File: config.mk
export PLATFORM = sky130hd
export DESIGN_NAME = imersiv_avl_image_responder_flat
export DESIGN_NICKNAME = d
export VERILOG_FILES = /design/src/rtl/imersiv_avl_image_responder_if.sv /design/src/rtl/imersiv_avl_image_responder.sv /design/src/flat_wrapper.sv
export SDC_FILE = /design/constraint.sdc
export NUM_CORES = 1
export LEC_CHECK = 0
export CAP_MARGIN = 10
export CORE_AREA = 3 3 334 336
export CTS_CLUSTER_DIAMETER = 100
export DETAILED_ROUTE_END_ITERATION = 8
export DIE_AREA = 0 0 337 339
export GPL_TIMING_DRIVEN = 1
export HOLD_SLACK_MARGIN = 0.06
export PLACE_DENSITY = 0.65
export SYNTH_ARGS = -nofsm -noshare
export SYNTH_HDL_FRONTEND = slang
export SYNTH_SLANG_ARGS = --single-unit
File: constraint.sdc
create_clock -name CLK -period 5.85 [get_ports CLK]
set_input_delay 1.17 -clock CLK [delete_from_list [all_inputs] [get_ports CLK]]
set_output_delay 1.17 -clock CLK [all_outputs]
set_load 0.05 [all_outputs]
File: src/rtl/imersiv_avl_image_responder_if.sv
// ----------------------------------------------------------------------------
// imersiv_avl_image_responder_if
// Avalon-MM bus bundle between the host fabric and the image responder.
//   AVL_CS        chip select (master -> slave)
//   AVL_READ      read strobe, qualified by AVL_CS (master -> slave)
//   AVL_WRITE     write strobe, qualified by AVL_CS (master -> slave)
//   AVL_ADDR      5-bit word address (master -> slave)
//   AVL_WRITEDATA 32-bit write data (master -> slave)
//   AVL_READDATA  32-bit read data (slave -> master)
// ----------------------------------------------------------------------------
interface imersiv_avl_image_responder_if;
  logic        AVL_CS;
  logic        AVL_READ;
  logic        AVL_WRITE;
  logic [4:0]  AVL_ADDR;
  logic [31:0] AVL_WRITEDATA;
  logic [31:0] AVL_READDATA;

  modport master (
    output AVL_CS, AVL_READ, AVL_WRITE, AVL_ADDR, AVL_WRITEDATA,
    input  AVL_READDATA
  );

  modport slave (
    input  AVL_CS, AVL_READ, AVL_WRITE, AVL_ADDR, AVL_WRITEDATA,
    output AVL_READDATA
  );
endinterface

File: src/rtl/imersiv_avl_image_responder.sv
// ----------------------------------------------------------------------------
// imersiv_avl_image_responder
// Avalon-MM responder that collects a binarised image as one write per row,
// offers the packed image to the inference core, latches the class result and
// raises CHARACTER_IRQ. Reads return data a fixed READ_LATENCY edges after
// the read is sampled.
//
// Ports:
//   CLK            system clock, rising edge
//   RESET_N        asynchronous active-low reset
//   avl            Avalon-MM slave bundle (CS/READ/WRITE/ADDR/WRITEDATA/READDATA)
//   IMG_DATA       packed image, row i at [ROW_WIDTH*i +: ROW_WIDTH]
//   IMG_VALID      image offer to the core
//   IMG_READY      core accepts the image
//   CORE_DONE      one-cycle pulse, CORE_CLASS valid
//   CORE_CLASS     detected class
//   CHARACTER_IRQ  level interrupt, result available
//
// Address map: 0x00..NUM_ROWS-1 rows, 0x1C result (RO),
//   0x1D status {overrun, irq, busy, mask_full} / control (bit1 clear IRQ,
//   bit2 clear overrun, bit0 start when soft start is built in), others read 0.
//
// Build option: define IMERSIV_SOFT_START_EN to replace auto-start with an
// explicit start (0x1D bit0) that requires a full row mask.
// ----------------------------------------------------------------------------
module imersiv_avl_image_responder #(
  parameter int NUM_ROWS     = 28,
  parameter int ROW_WIDTH    = 28,
  parameter int CLASS_WIDTH  = 4,
  parameter int READ_LATENCY = 2
) (
  input  logic                              CLK,
  input  logic                              RESET_N,
  imersiv_avl_image_responder_if.slave      avl,
  output logic [NUM_ROWS*ROW_WIDTH-1:0]     IMG_DATA,
  output logic                              IMG_VALID,
  input  logic                              IMG_READY,
  input  logic                              CORE_DONE,
  input  logic [CLASS_WIDTH-1:0]            CORE_CLASS,
  output logic                              CHARACTER_IRQ
);

  localparam int IMG_W = NUM_ROWS * ROW_WIDTH;

  localparam logic [1:0] ST_IDLE = 2'd0;
  localparam logic [1:0] ST_REQ  = 2'd1;
  localparam logic [1:0] ST_RUN  = 2'd2;
  localparam logic [1:0] ST_DONE = 2'd3;

  localparam logic [4:0] ADDR_RESULT = 5'h1C;
  localparam logic [4:0] ADDR_STATUS = 5'h1D;
  localparam logic [4:0] ROW_END     = 5'(NUM_ROWS);

  logic [1:0]             state_q, state_d;
  logic [IMG_W-1:0]       img_q, img_d;
  logic [NUM_ROWS-1:0]    mask_q, mask_d;
  logic                   img_valid_q, img_valid_d;
  logic                   irq_q, irq_d;
  logic                   ovr_q, ovr_d;
  logic [CLASS_WIDTH-1:0] result_q, result_d;

  logic [READ_LATENCY-1:0]        pipe_vld_q;
  logic [READ_LATENCY-1:0][31:0]  pipe_data_q;
  logic [31:0]                    rdata_q;

  logic        wr_s, rd_s, row_hit_s, busy_s, mask_full_s;
  logic        irq_set_s, irq_clr_s, ovr_set_s, ovr_clr_s;
  logic [31:0] row_value_s, rd_value_s;
  logic        unused_wdata_s;

  // A simultaneous write takes priority, so the read is dropped.
  assign wr_s        = avl.AVL_CS & avl.AVL_WRITE;
  assign rd_s        = avl.AVL_CS & avl.AVL_READ & ~avl.AVL_WRITE;
  assign row_hit_s   = (avl.AVL_ADDR < ROW_END);
  assign busy_s      = (state_q == ST_REQ) | (state_q == ST_RUN);
  assign mask_full_s = &mask_q;

  assign unused_wdata_s = ^avl.AVL_WRITEDATA[31:ROW_WIDTH];

  assign IMG_DATA          = img_q;
  assign IMG_VALID         = img_valid_q;
  assign CHARACTER_IRQ     = irq_q;
  assign avl.AVL_READDATA  = rdata_q;

  // Read-data mux over pre-edge register state.
  always_comb begin
    row_value_s = 32'h0;
    for (int i = 0; i < NUM_ROWS; i++) begin
      row_value_s = (avl.AVL_ADDR == 5'(i)) ? 32'(img_q[i*ROW_WIDTH +: ROW_WIDTH]) : row_value_s;
    end
    case (avl.AVL_ADDR)
      ADDR_RESULT: rd_value_s = 32'(result_q);
      ADDR_STATUS: rd_value_s = {28'h0, ovr_q, irq_q, busy_s, mask_full_s};
      default:     rd_value_s = row_value_s;  // rows, and 0 above the row range
    endcase
  end

  // Register writes, FSM next state, IRQ and overrun flags.
  always_comb begin
    state_d     = state_q;
    img_d       = img_q;
    mask_d      = mask_q;
    img_valid_d = img_valid_q;
    result_d    = result_q;
    irq_set_s   = 1'b0;
    irq_clr_s   = 1'b0;
    ovr_set_s   = 1'b0;
    ovr_clr_s   = 1'b0;

    if (wr_s && row_hit_s) begin
      if (busy_s) begin
        // Keep IMG_DATA frozen while the core owns it.
        ovr_set_s = 1'b1;
      end else begin
        for (int i = 0; i < NUM_ROWS; i++) begin
          if (avl.AVL_ADDR == 5'(i)) begin
            img_d[i*ROW_WIDTH +: ROW_WIDTH] = avl.AVL_WRITEDATA[ROW_WIDTH-1:0];
            mask_d[i] = 1'b1;
          end else begin
            mask_d[i] = mask_q[i];
          end
        end
      end
    end else if (wr_s && (avl.AVL_ADDR == ADDR_STATUS)) begin
      irq_clr_s = avl.AVL_WRITEDATA[1];
      ovr_clr_s = avl.AVL_WRITEDATA[2];
    end else if (rd_s && (avl.AVL_ADDR == ADDR_RESULT)) begin
      irq_clr_s = 1'b1;
    end else begin
      irq_clr_s = 1'b0;
    end

    case (state_q)
      ST_IDLE, ST_DONE: begin
`ifdef IMERSIV_SOFT_START_EN
        if (wr_s && (avl.AVL_ADDR == ADDR_STATUS) && avl.AVL_WRITEDATA[0]) begin
          if (mask_full_s) begin
            state_d     = ST_REQ;
            img_valid_d = 1'b1;
            mask_d      = '0;
          end else begin
            ovr_set_s = 1'b1;
          end
        end else begin
          state_d = state_q;
        end
`else
        // Auto-start on the edge that completes the mask.
        if (&mask_d) begin
          state_d     = ST_REQ;
          img_valid_d = 1'b1;
          mask_d      = '0;
        end else begin
          state_d = state_q;
        end
`endif
      end
      ST_REQ: begin
        if (img_valid_q && IMG_READY) begin
          state_d     = ST_RUN;
          img_valid_d = 1'b0;
        end else begin
          state_d = state_q;
        end
      end
      ST_RUN: begin
        if (CORE_DONE) begin
          result_d  = CORE_CLASS;
          irq_set_s = 1'b1;
          state_d   = ST_DONE;
        end else begin
          state_d = state_q;
        end
      end
      default: begin
        state_d     = ST_IDLE;
        img_valid_d = 1'b0;
      end
    endcase

    // Set beats clear when both land on the same edge.
    irq_d = irq_set_s ? 1'b1 : (irq_clr_s ? 1'b0 : irq_q);
    ovr_d = ovr_set_s ? 1'b1 : (ovr_clr_s ? 1'b0 : ovr_q);
  end

  // Control/image state registers.
  always_ff @(posedge CLK or negedge RESET_N) begin
    if (!RESET_N) begin
      state_q     <= ST_IDLE;
      img_q       <= '0;
      mask_q      <= '0;
      img_valid_q <= 1'b0;
      irq_q       <= 1'b0;
      ovr_q       <= 1'b0;
      result_q    <= {CLASS_WIDTH{1'b1}};
    end else begin
      state_q     <= state_d;
      img_q       <= img_d;
      mask_q      <= mask_d;
      img_valid_q <= img_valid_d;
      irq_q       <= irq_d;
      ovr_q       <= ovr_d;
      result_q    <= result_d;
    end
  end

  // Read pipeline: capture at the sample edge, present READ_LATENCY edges later.
  always_ff @(posedge CLK or negedge RESET_N) begin
    if (!RESET_N) begin
      pipe_vld_q  <= '0;
      pipe_data_q <= '0;
      rdata_q     <= 32'h0;
    end else begin
      pipe_vld_q[0]  <= rd_s;
      pipe_data_q[0] <= rd_value_s;
      for (int i = 1; i < READ_LATENCY; i++) begin
        pipe_vld_q[i]  <= pipe_vld_q[i-1];
        pipe_data_q[i] <= pipe_data_q[i-1];
      end
      if (pipe_vld_q[READ_LATENCY-1]) begin
        rdata_q <= pipe_data_q[READ_LATENCY-1];
      end
    end
  end

endmodule

File: src/flat_wrapper.sv
// flat-port wrapper written by rule: the top's interface ports become plain ports
module imersiv_avl_image_responder_flat 
#(
  parameter int NUM_ROWS     = 28,
  parameter int ROW_WIDTH    = 28,
  parameter int CLASS_WIDTH  = 4,
  parameter int READ_LATENCY = 2
)
  (CLK, RESET_N, IMG_DATA, IMG_VALID, IMG_READY, CORE_DONE, CORE_CLASS, CHARACTER_IRQ, avl_AVL_CS, avl_AVL_READ, avl_AVL_WRITE, avl_AVL_ADDR, avl_AVL_WRITEDATA, avl_AVL_READDATA);
  imersiv_avl_image_responder_if avl_i ();
  input  logic CLK;
  input  logic RESET_N;
  output logic [NUM_ROWS*ROW_WIDTH-1:0] IMG_DATA;
  output logic IMG_VALID;
  input  logic IMG_READY;
  input  logic CORE_DONE;
  input  logic [CLASS_WIDTH-1:0] CORE_CLASS;
  output logic CHARACTER_IRQ;
  input wire logic [$bits(avl_i.AVL_CS)-1:0] avl_AVL_CS;
  input wire logic [$bits(avl_i.AVL_READ)-1:0] avl_AVL_READ;
  input wire logic [$bits(avl_i.AVL_WRITE)-1:0] avl_AVL_WRITE;
  input wire logic [$bits(avl_i.AVL_ADDR)-1:0] avl_AVL_ADDR;
  input wire logic [$bits(avl_i.AVL_WRITEDATA)-1:0] avl_AVL_WRITEDATA;
  output wire logic [$bits(avl_i.AVL_READDATA)-1:0] avl_AVL_READDATA;
  assign avl_i.AVL_CS = avl_AVL_CS;
  assign avl_i.AVL_READ = avl_AVL_READ;
  assign avl_i.AVL_WRITE = avl_AVL_WRITE;
  assign avl_i.AVL_ADDR = avl_AVL_ADDR;
  assign avl_i.AVL_WRITEDATA = avl_AVL_WRITEDATA;
  assign avl_AVL_READDATA = avl_i.AVL_READDATA;
  imersiv_avl_image_responder #(.NUM_ROWS(NUM_ROWS), .ROW_WIDTH(ROW_WIDTH), .CLASS_WIDTH(CLASS_WIDTH), .READ_LATENCY(READ_LATENCY)) u_core (.CLK(CLK), .RESET_N(RESET_N), .avl(avl_i), .IMG_DATA(IMG_DATA), .IMG_VALID(IMG_VALID), .IMG_READY(IMG_READY), .CORE_DONE(CORE_DONE), .CORE_CLASS(CORE_CLASS), .CHARACTER_IRQ(CHARACTER_IRQ));
endmodule
==> metrics.md, run 1 <==
| Metric | Value |
|---|---|
| Initial antenna violation count | 13 |
| Rows | 121 |
| CP cell instances | buf_2 -> buf_4 -> or3b_1 -> nor2_4 -> a221oi_1 -> and3_1 -> o21ai_0 -> a221oi_1 -> a21oi_1 |
| Nets | 3,906 |
| Reg clk slew, reported paths | 0.06 ns |
| CP required | 6.45 ns |
| Mean Syn Cell Area | 13.0 um^2 |
| Clock buffer count from CTS | 102 |
| FF/Latch Area | 22,700 um^2 |
| Crit. End Element | flip-flop |
| RSZ-0062 raised after global routing | false |
| Post-synthesis simple-gate area fraction | 5.88% |
| DR vias | 33,242 |
| Fraction of layout cells with a size suffix above 1 | 30.6% |
| Logic pwr share | 29.0% |
| Top post-synthesis cells by count | 903 x dfrtp_1, 816 x mux2_2, 206 x a22oi_1 |
| CTS max path bufs | 3 |
| Final setup fails | 0 |
| Unique cell type count in the Yosys netlist | 71 |
| Leak | 23.7 nW |
| Post-layout util | 49.3% |
| Compound-cell area share of the yosys netlist | 9.59% |
| Area leader, netlist | dfrtp_1 |
| Tightest Pin Transition | 1.31 ns |
| WL/cell | 39.7 um |
| Adder-Cell Fraction of Synth Area | 0.0951% |
| Syn Inst Count | 3,035 |
| Initial drt markers | 3,917 |
| Synthesis-to-layout area growth | 36.0% |
| Die Wd | 337 um |
| Drt drc | 0 |
| Multi-input gate area | 15,900 um^2 |
| Post-CTS Hold Buffers | 0 |
| Post-CTS Setup Bufs | 0 |
| Seq/Total Area, Yosys | 57.5% |
| Min-delay src | u_core.pipe_data_q[21]$_DFF_PN0_ |
| P_int | 12.9 mW |
| TNS Setup | 0 ns |
| First-pass GRT wire length | 285 mm |
| Yosys top cell area share | 57.2% |
| Switching part of the total power | 37.1% |
| Synth Area in XOR/XNOR | 0.0222% |
| Clock Skew | 0.0286 ns |
| Worst hold path class | flip-flop to flip-flop |
| TritonCTS clock tree | yes |
| Synth async-reset ratio | 100% |
| Root buf cell | clkbuf_16 |
| Overflow left after global routing | 0 |
| Tcrit/Tclk final | 72.7% |
| Hold Vio Cnt, Final | 0 |
| CP max-delay cell | nor2_4 |
| Setup ws final | 1.59 ns |
| Yosys warnings | 0 |
| CTS sink count | 907 |
| Core area | 109,000 um^2 |
| Worst path most repeated cell | a221oi_1 |
| Die Area | 114,000 um^2 |
| Cts repair resizes | 0 |
| Max Slew Vio Count | 0 |
| Placer Congestion | 0.944 |
| Number of synthesized register bits | 907 |
| Min Hold Slack | 0.345 ns |
| Routed wire length | 213 mm |
| Largest family of logic cells by synthesized area | multiplexers |
| Slew HR | 12.2% |
| Top FF cell, synth | dfrtp_1 |
| Outcome | completed |
| Crit path max-delay family | simple AND/OR/NAND/NOR gates |
| Post-synth EDFFs | 0 |
| Remaining antenna violation count | 0 |
| Number of top-level pins | 866 |
| Max stage delay on crit path | 0.89 ns |
| Fillers | 9,674 |
| Clock power share | 32.6% |
| IO buf count | 857 |
| Cell with the most instances after synthesis | dfrtp_1 |
| Clock insertion delay at the later pin of the skew report | 0.69 ns |
| Worst r2r src | u_core.state_q[0]$_DFFE_PN0P_ |
| Worst-path fanout max | 23 |
| Max-cap violations | 0 |
| Initial core utilization | 36.3% |
| Largest net degree at the start of global routing | 123 |
| Minimum clock period | 4.26 ns |
| Flop pwr share | 38.3% |
| Crit Path Category | input port to flip-flop |
| Number of global-route vias before repair | 33,133 |
| TritonRoute pass-1 iters | 9 |
| IR drop worst, VDD | 0.000271 V |
| CP Launch Point | avl_AVL_ADDR[2] |
| Mux cell area share after synthesis | 23.9% |
| Syn Std Cell Area | 39,500 um^2 |
| Net Switching | 7.64 mW |
| Detailed Place HPWL | 145 mm |
| Max Fclk | 235 MHz |
| Buffers & Inverters on Critical Path | 2 |
| Die Y | 339 um |
| Global Route Usage Sum | 36.3% |
| PwrDens | 383 nW/um^2 |
| Ranking of synthesized cells by area | dfrtp_1 57%, mux2_2 23%, a22oi_1 3.9% |
| Number of H-tree levels | 3 |
| Arrival @ worst endpoint | 4.85 ns |
| Pre-CTS WS | 1.08 ns |
| Critical path startpoint category | input port |
| Mean number of vias per cell | 6.20 |
## registers in the layout, indices dropped and copies added (netlist names)
name	count
u_core.CHARACTER_IRQ	1
u_core.result_q	4
u_core.pipe_vld_q	2
u_core.mask_q	28
u_core.ovr_q	1
u_core.avl.AVL_READDATA	28
u_core.IMG_VALID	1
u_core.IMG_DATA	784
u_core.pipe_data_q	56
u_core.state_q	2
## cells in the final DEF (no fill, tap or decap), drive strengths merged, types with 31 or more instances in the layout
cell type	count
dfrtp	903
clkdlybuf4s50	851
mux2	816
a22oi	206
clkbuf	145
buf	142
nor2	133
a21oi	104
nand2	78
o21ai	52
nand3	45
nand4	37
nor3	31
## final timing paths
path                                               endpoint  slack [ns]  depth (start not counted)
min in group asynchronous  u_core.IMG_DATA[455]$_DFFE_PN0P_        0.54                          1
min reg2reg                u_core.pipe_data_q[53]$_DFF_PN0_        0.35                          0
min                        u_core.pipe_data_q[53]$_DFF_PN0_        0.35                          0
max                        u_core.pipe_data_q[23]$_DFF_PN0_        1.59                          9
max in group asynchronous  u_core.IMG_DATA[594]$_DFFE_PN0P_        3.96                          2
max reg2reg                     u_core.mask_q[26]$_DFF_PN0_        1.84                         10
## through the flow
| stage | std cells | power (mW) | cell area (um^2) |
|---|---|---|---|
| finish | 5363 | 20.6 | 53700 |
| global route | 5357 | 21.1 | 53700 |
| CTS | 5357 | 20.6 | 53700 |
| detailed placement | 5165 | 13.9 | 50200 |
| global placement | 5165 | 13.8 | 50200 |
| floorplan | 3038 | 11.3 | 39500 |
## area by class of cell
| cell class | count | share of cell area (%) |
|---|---|---|
| inverter | 12 | 0.0839 |
| timing repair buffer | 993 | 18.1 |
| sequential | 907 | 42.3 |
| antenna | 6 | 0.0280 |
| clock inverter | 47 | 0.827 |
| multi-input combinational | 1839 | 29.7 |
| tap | 1414 | 3.30 |
| clock buffer | 145 | 5.68 |
## kinds of logic after synthesis
logic type | count (synthesis)
DFF | 907
muxes | 839
AOI/OAI and AO/OA | 543
and+or+nand+nor | 449
buffers and inverters | 292
adders and majority gates | 3
other | 1
xor gates and xnor gates | 1
## power groups by stage
stage / clock, mW / combinational [mW] / sequential (mW)
after floorplan: 0 / 0.990 / 10.3
after global placement: 0 / 5.92 / 7.92
after detailed placement: 0 / 5.95 / 7.95
after CTS: 6.76 / 5.97 / 7.84
after global routing: 7.02 / 6.13 / 7.95
final: 6.71 / 5.97 / 7.88
## routing by layer
layer	track usage [%]	wire (um)	part of all wire, %	up-vias
met5	0	27	0.013	-
met4	18.9	13200	6.2	4
met3	12.3	23300	11	606
met2	55.3	94500	44	2285
met1	45.8	81800	38	17447
li1	-	-	-	12900
Note: power is estimated with default switching activity, not from simulation.
==> inputs of run 2 (changes only) <==
- PLACE_DENSITY: 0.65 -> 0.68
- clock period: 5.85 -> 3.6 ns (I/O delays scaled with it)
==> metrics.md, run 2 (synthesis gave the netlist of run 1 again) <==
| Metric | Value |
|---|---|
| Outcome | completed (unchanged) |
| Die Area | 114,000 um^2 (unchanged) |
| Leak | 24.4 nW (was 23.7 nW) |
| CTS max path bufs | 3 (unchanged) |
| CP Launch Point | avl_AVL_ADDR[2] (unchanged) |
| TritonCTS clock tree | yes (unchanged) |
| Number of top-level pins | 866 (unchanged) |
| Overflow left after global routing | 0 (unchanged) |
| Rows | 121 (unchanged) |
| Number of global-route vias before repair | 33,457 (was 33,133) |
| IR drop worst, VDD | 0.000379 V (was 0.000271 V) |
| PwrDens | 602 nW/um^2 (was 383 nW/um^2) |
| Slew HR | 16.0% (was 12.2%) |
| Drt drc | 0 (unchanged) |
| Critical path startpoint category | input port (unchanged) |
| Worst r2r src | u_core.state_q[0]$_DFFE_PN0P_ (unchanged) |
| TritonRoute pass-1 iters | 8 (was 9) |
| Max Slew Vio Count | 0 (unchanged) |
| Initial drt markers | 4,490 (was 3,917) |
| TNS Setup | 0 ns (unchanged) |
| Post-CTS Hold Buffers | 1 (was 0) |
| Clock buffer count from CTS | 99 (was 102) |
| First-pass GRT wire length | 287 mm (was 285 mm) |
| Die Y | 339 um (unchanged) |
| CP required | 4.17 ns (was 6.45 ns) |
| Mean number of vias per cell | 6.17 (was 6.20) |
| Max Fclk | 306 MHz |
| IO buf count | 857 (unchanged) |
| Worst hold path class | flip-flop to flip-flop (unchanged) |
| Min-delay src | u_core.pipe_vld_q[0]$_DFF_PN0_ (was u_core.pipe_data_q[21]$_DFF_PN0_) |
| Arrival @ worst endpoint | 3.84 ns (was 4.85 ns) |
| Clock insertion delay at the later pin of the skew report | 0.70 ns (was 0.69 ns) |
| Max reg flops | 784 (unchanged) |
| RSZ-0062 raised after global routing | false (unchanged) |
| Commonest non-fill, non-tap cell in the layout | dfrtp_1 (unchanged) |
| Crit. End Element | flip-flop (unchanged) |
| Die Wd | 337 um (unchanged) |
| Core area | 109,000 um^2 (unchanged) |
| Tightest Pin Transition | 1.26 ns (was 1.31 ns) |
| Hold Vio Cnt, Final | 0 (unchanged) |
| DR vias | 33,854 (was 33,242) |
| Most frequent cells in the layout | 902 x dfrtp_1, 851 x clkdlybuf4s50_1, 816 x mux2_2 (unchanged) |
| Remaining antenna violation count | 0 (unchanged) |
| Reg clk slew, reported paths | 0.06 ns (about the same) |
| Tcrit/Tclk final | 90.8% |
| Largest net degree at the start of global routing | 89 (was 123) |
| Max-cap violations | 0 (unchanged) |
| Crit Path Category | input port to flip-flop (unchanged) |
| Root buf cell | clkbuf_16 (unchanged) |
| Synthesis-to-layout area growth | 39.7% (was 36.0%) |
| Routed wire length | 214 mm (was 213 mm) |
| Clock Skew | 0.0440 ns (was 0.0286 ns) |
| Global Route Usage Sum | 36.6% (was 36.3%) |
| WL/cell | 39.1 um (was 39.7 um) |
| Post-CTS Setup Bufs | 0 (unchanged) |
| Min Hold Slack | 0.329 ns (was 0.345 ns) |
| Number of H-tree levels | 3 (unchanged) |
| Placer Congestion | 0.924 (was 0.944) |
| Fillers | 9,508 (was 9,674) |
| Initial antenna violation count | 7 (was 13) |
| Cts repair resizes | 0 (unchanged) |
| Detailed Place HPWL | 151 mm (was 145 mm) |
| Nets | 4,042 (was 3,906) |
| Final setup fails | 0 (unchanged) |
| Minimum clock period | 3.27 ns |
| Fraction of layout cells with a size suffix above 1 | 32.5% (was 30.6%) |
| Worst-path fanout max | 22 (was 23) |
| Initial core utilization | 36.3% (unchanged) |
| CTS sink count | 907 (unchanged) |
-- run 2: changes by cell type in the layout (fill, tap and decap cells not counted), sizes merged --
cell	delta
inv	-5
dlygate4sd3	+1
clkbuf	-2
buf	+138
diode	-4
clkinv	-7
bufinv	+3
-- run 2: critical path, cell delays in order --
cell     delay (ns)
buf_2          0.49
and3b_1        0.49
buf_4          0.30
nand2_1        0.45
o21ai_0        0.22
a21oi_1        0.08
o31ai_1        0.60
buf_4          0.22
a21oi_1        0.06
o21a_1         0.17
-- run 2: worst paths after layout --
check,endpoint,slack [ns],depth (start not counted)
setup / recovery,u_core.pipe_data_q[18]$_DFF_PN0_,0.33,10
hold / removal,u_core.pipe_vld_q[1]$_DFF_PN0_,0.33,0
setup reg to reg,u_core.IMG_DATA[449]$_DFFE_PN0P_,0.48,6
hold reg to reg,u_core.pipe_vld_q[1]$_DFF_PN0_,0.33,0
max in group asynchronous,u_core.IMG_DATA[473]$_DFFE_PN0P_,1.75,3
min in group asynchronous,u_core.IMG_DATA[369]$_DFFE_PN0P_,0.67,2
-- run 2: where the power goes --
| group | leakage, nW | switching (mW) | internal, mW |
|---|---|---|---|
| registers | 12.0 | 1.31 | 11.5 |
| clock network | 1.63 | 4.41 | 6.16 |
| logic | 10.8 | 6.58 | 3.23 |
-- run 2: cell type report --
type / instances / area [um^2] / area share, %
Multi-Input combinational cell: 1839 / 15900 / 28.9
Clock inverter: 38 / 479 / 0.869
Inverter: 12 / 45.0 / 0.0817
Antenna cell: 2 / 5.00 / 0.00907
Tap cell: 1414 / 1770 / 3.21
Timing Repair Buffer: 1132 / 11300 / 20.6
Clock buffer: 143 / 2860 / 5.18
Sequential cell: 907 / 22700 / 41.2
-- run 2: per-stage QoR --
step / util [%] / power [mW] / instance area, um^2 / instances / setup slack, ns
final: 50.7 / 33.2 / 55200 / 5487 / 0.333
after global routing: 50.7 / 34.1 / 55200 / 5487 / 0.244
after CTS: 50.6 / 33.2 / 55100 / 5484 / 0.404
after detailed placement: 47.6 / 22.7 / 51800 / 5302 / -0.343
after global placement: 47.6 / 22.6 / 51800 / 5302 / -0.364
after floorplan: - / 18.4 / 39500 / 3038 / 0.697
-- run 2: per-layer routing --
layer | up-vias | routed length (um) | global-route usage (%)
li1 | 13170 | - | -
met1 | 17654 | 81600 | 46.3
met2 | 2437 | 94600 | 55.1
met3 | 591 | 24500 | 12.3
met4 | 2 | 13700 | 20.4
met5 | - | 10 | 0
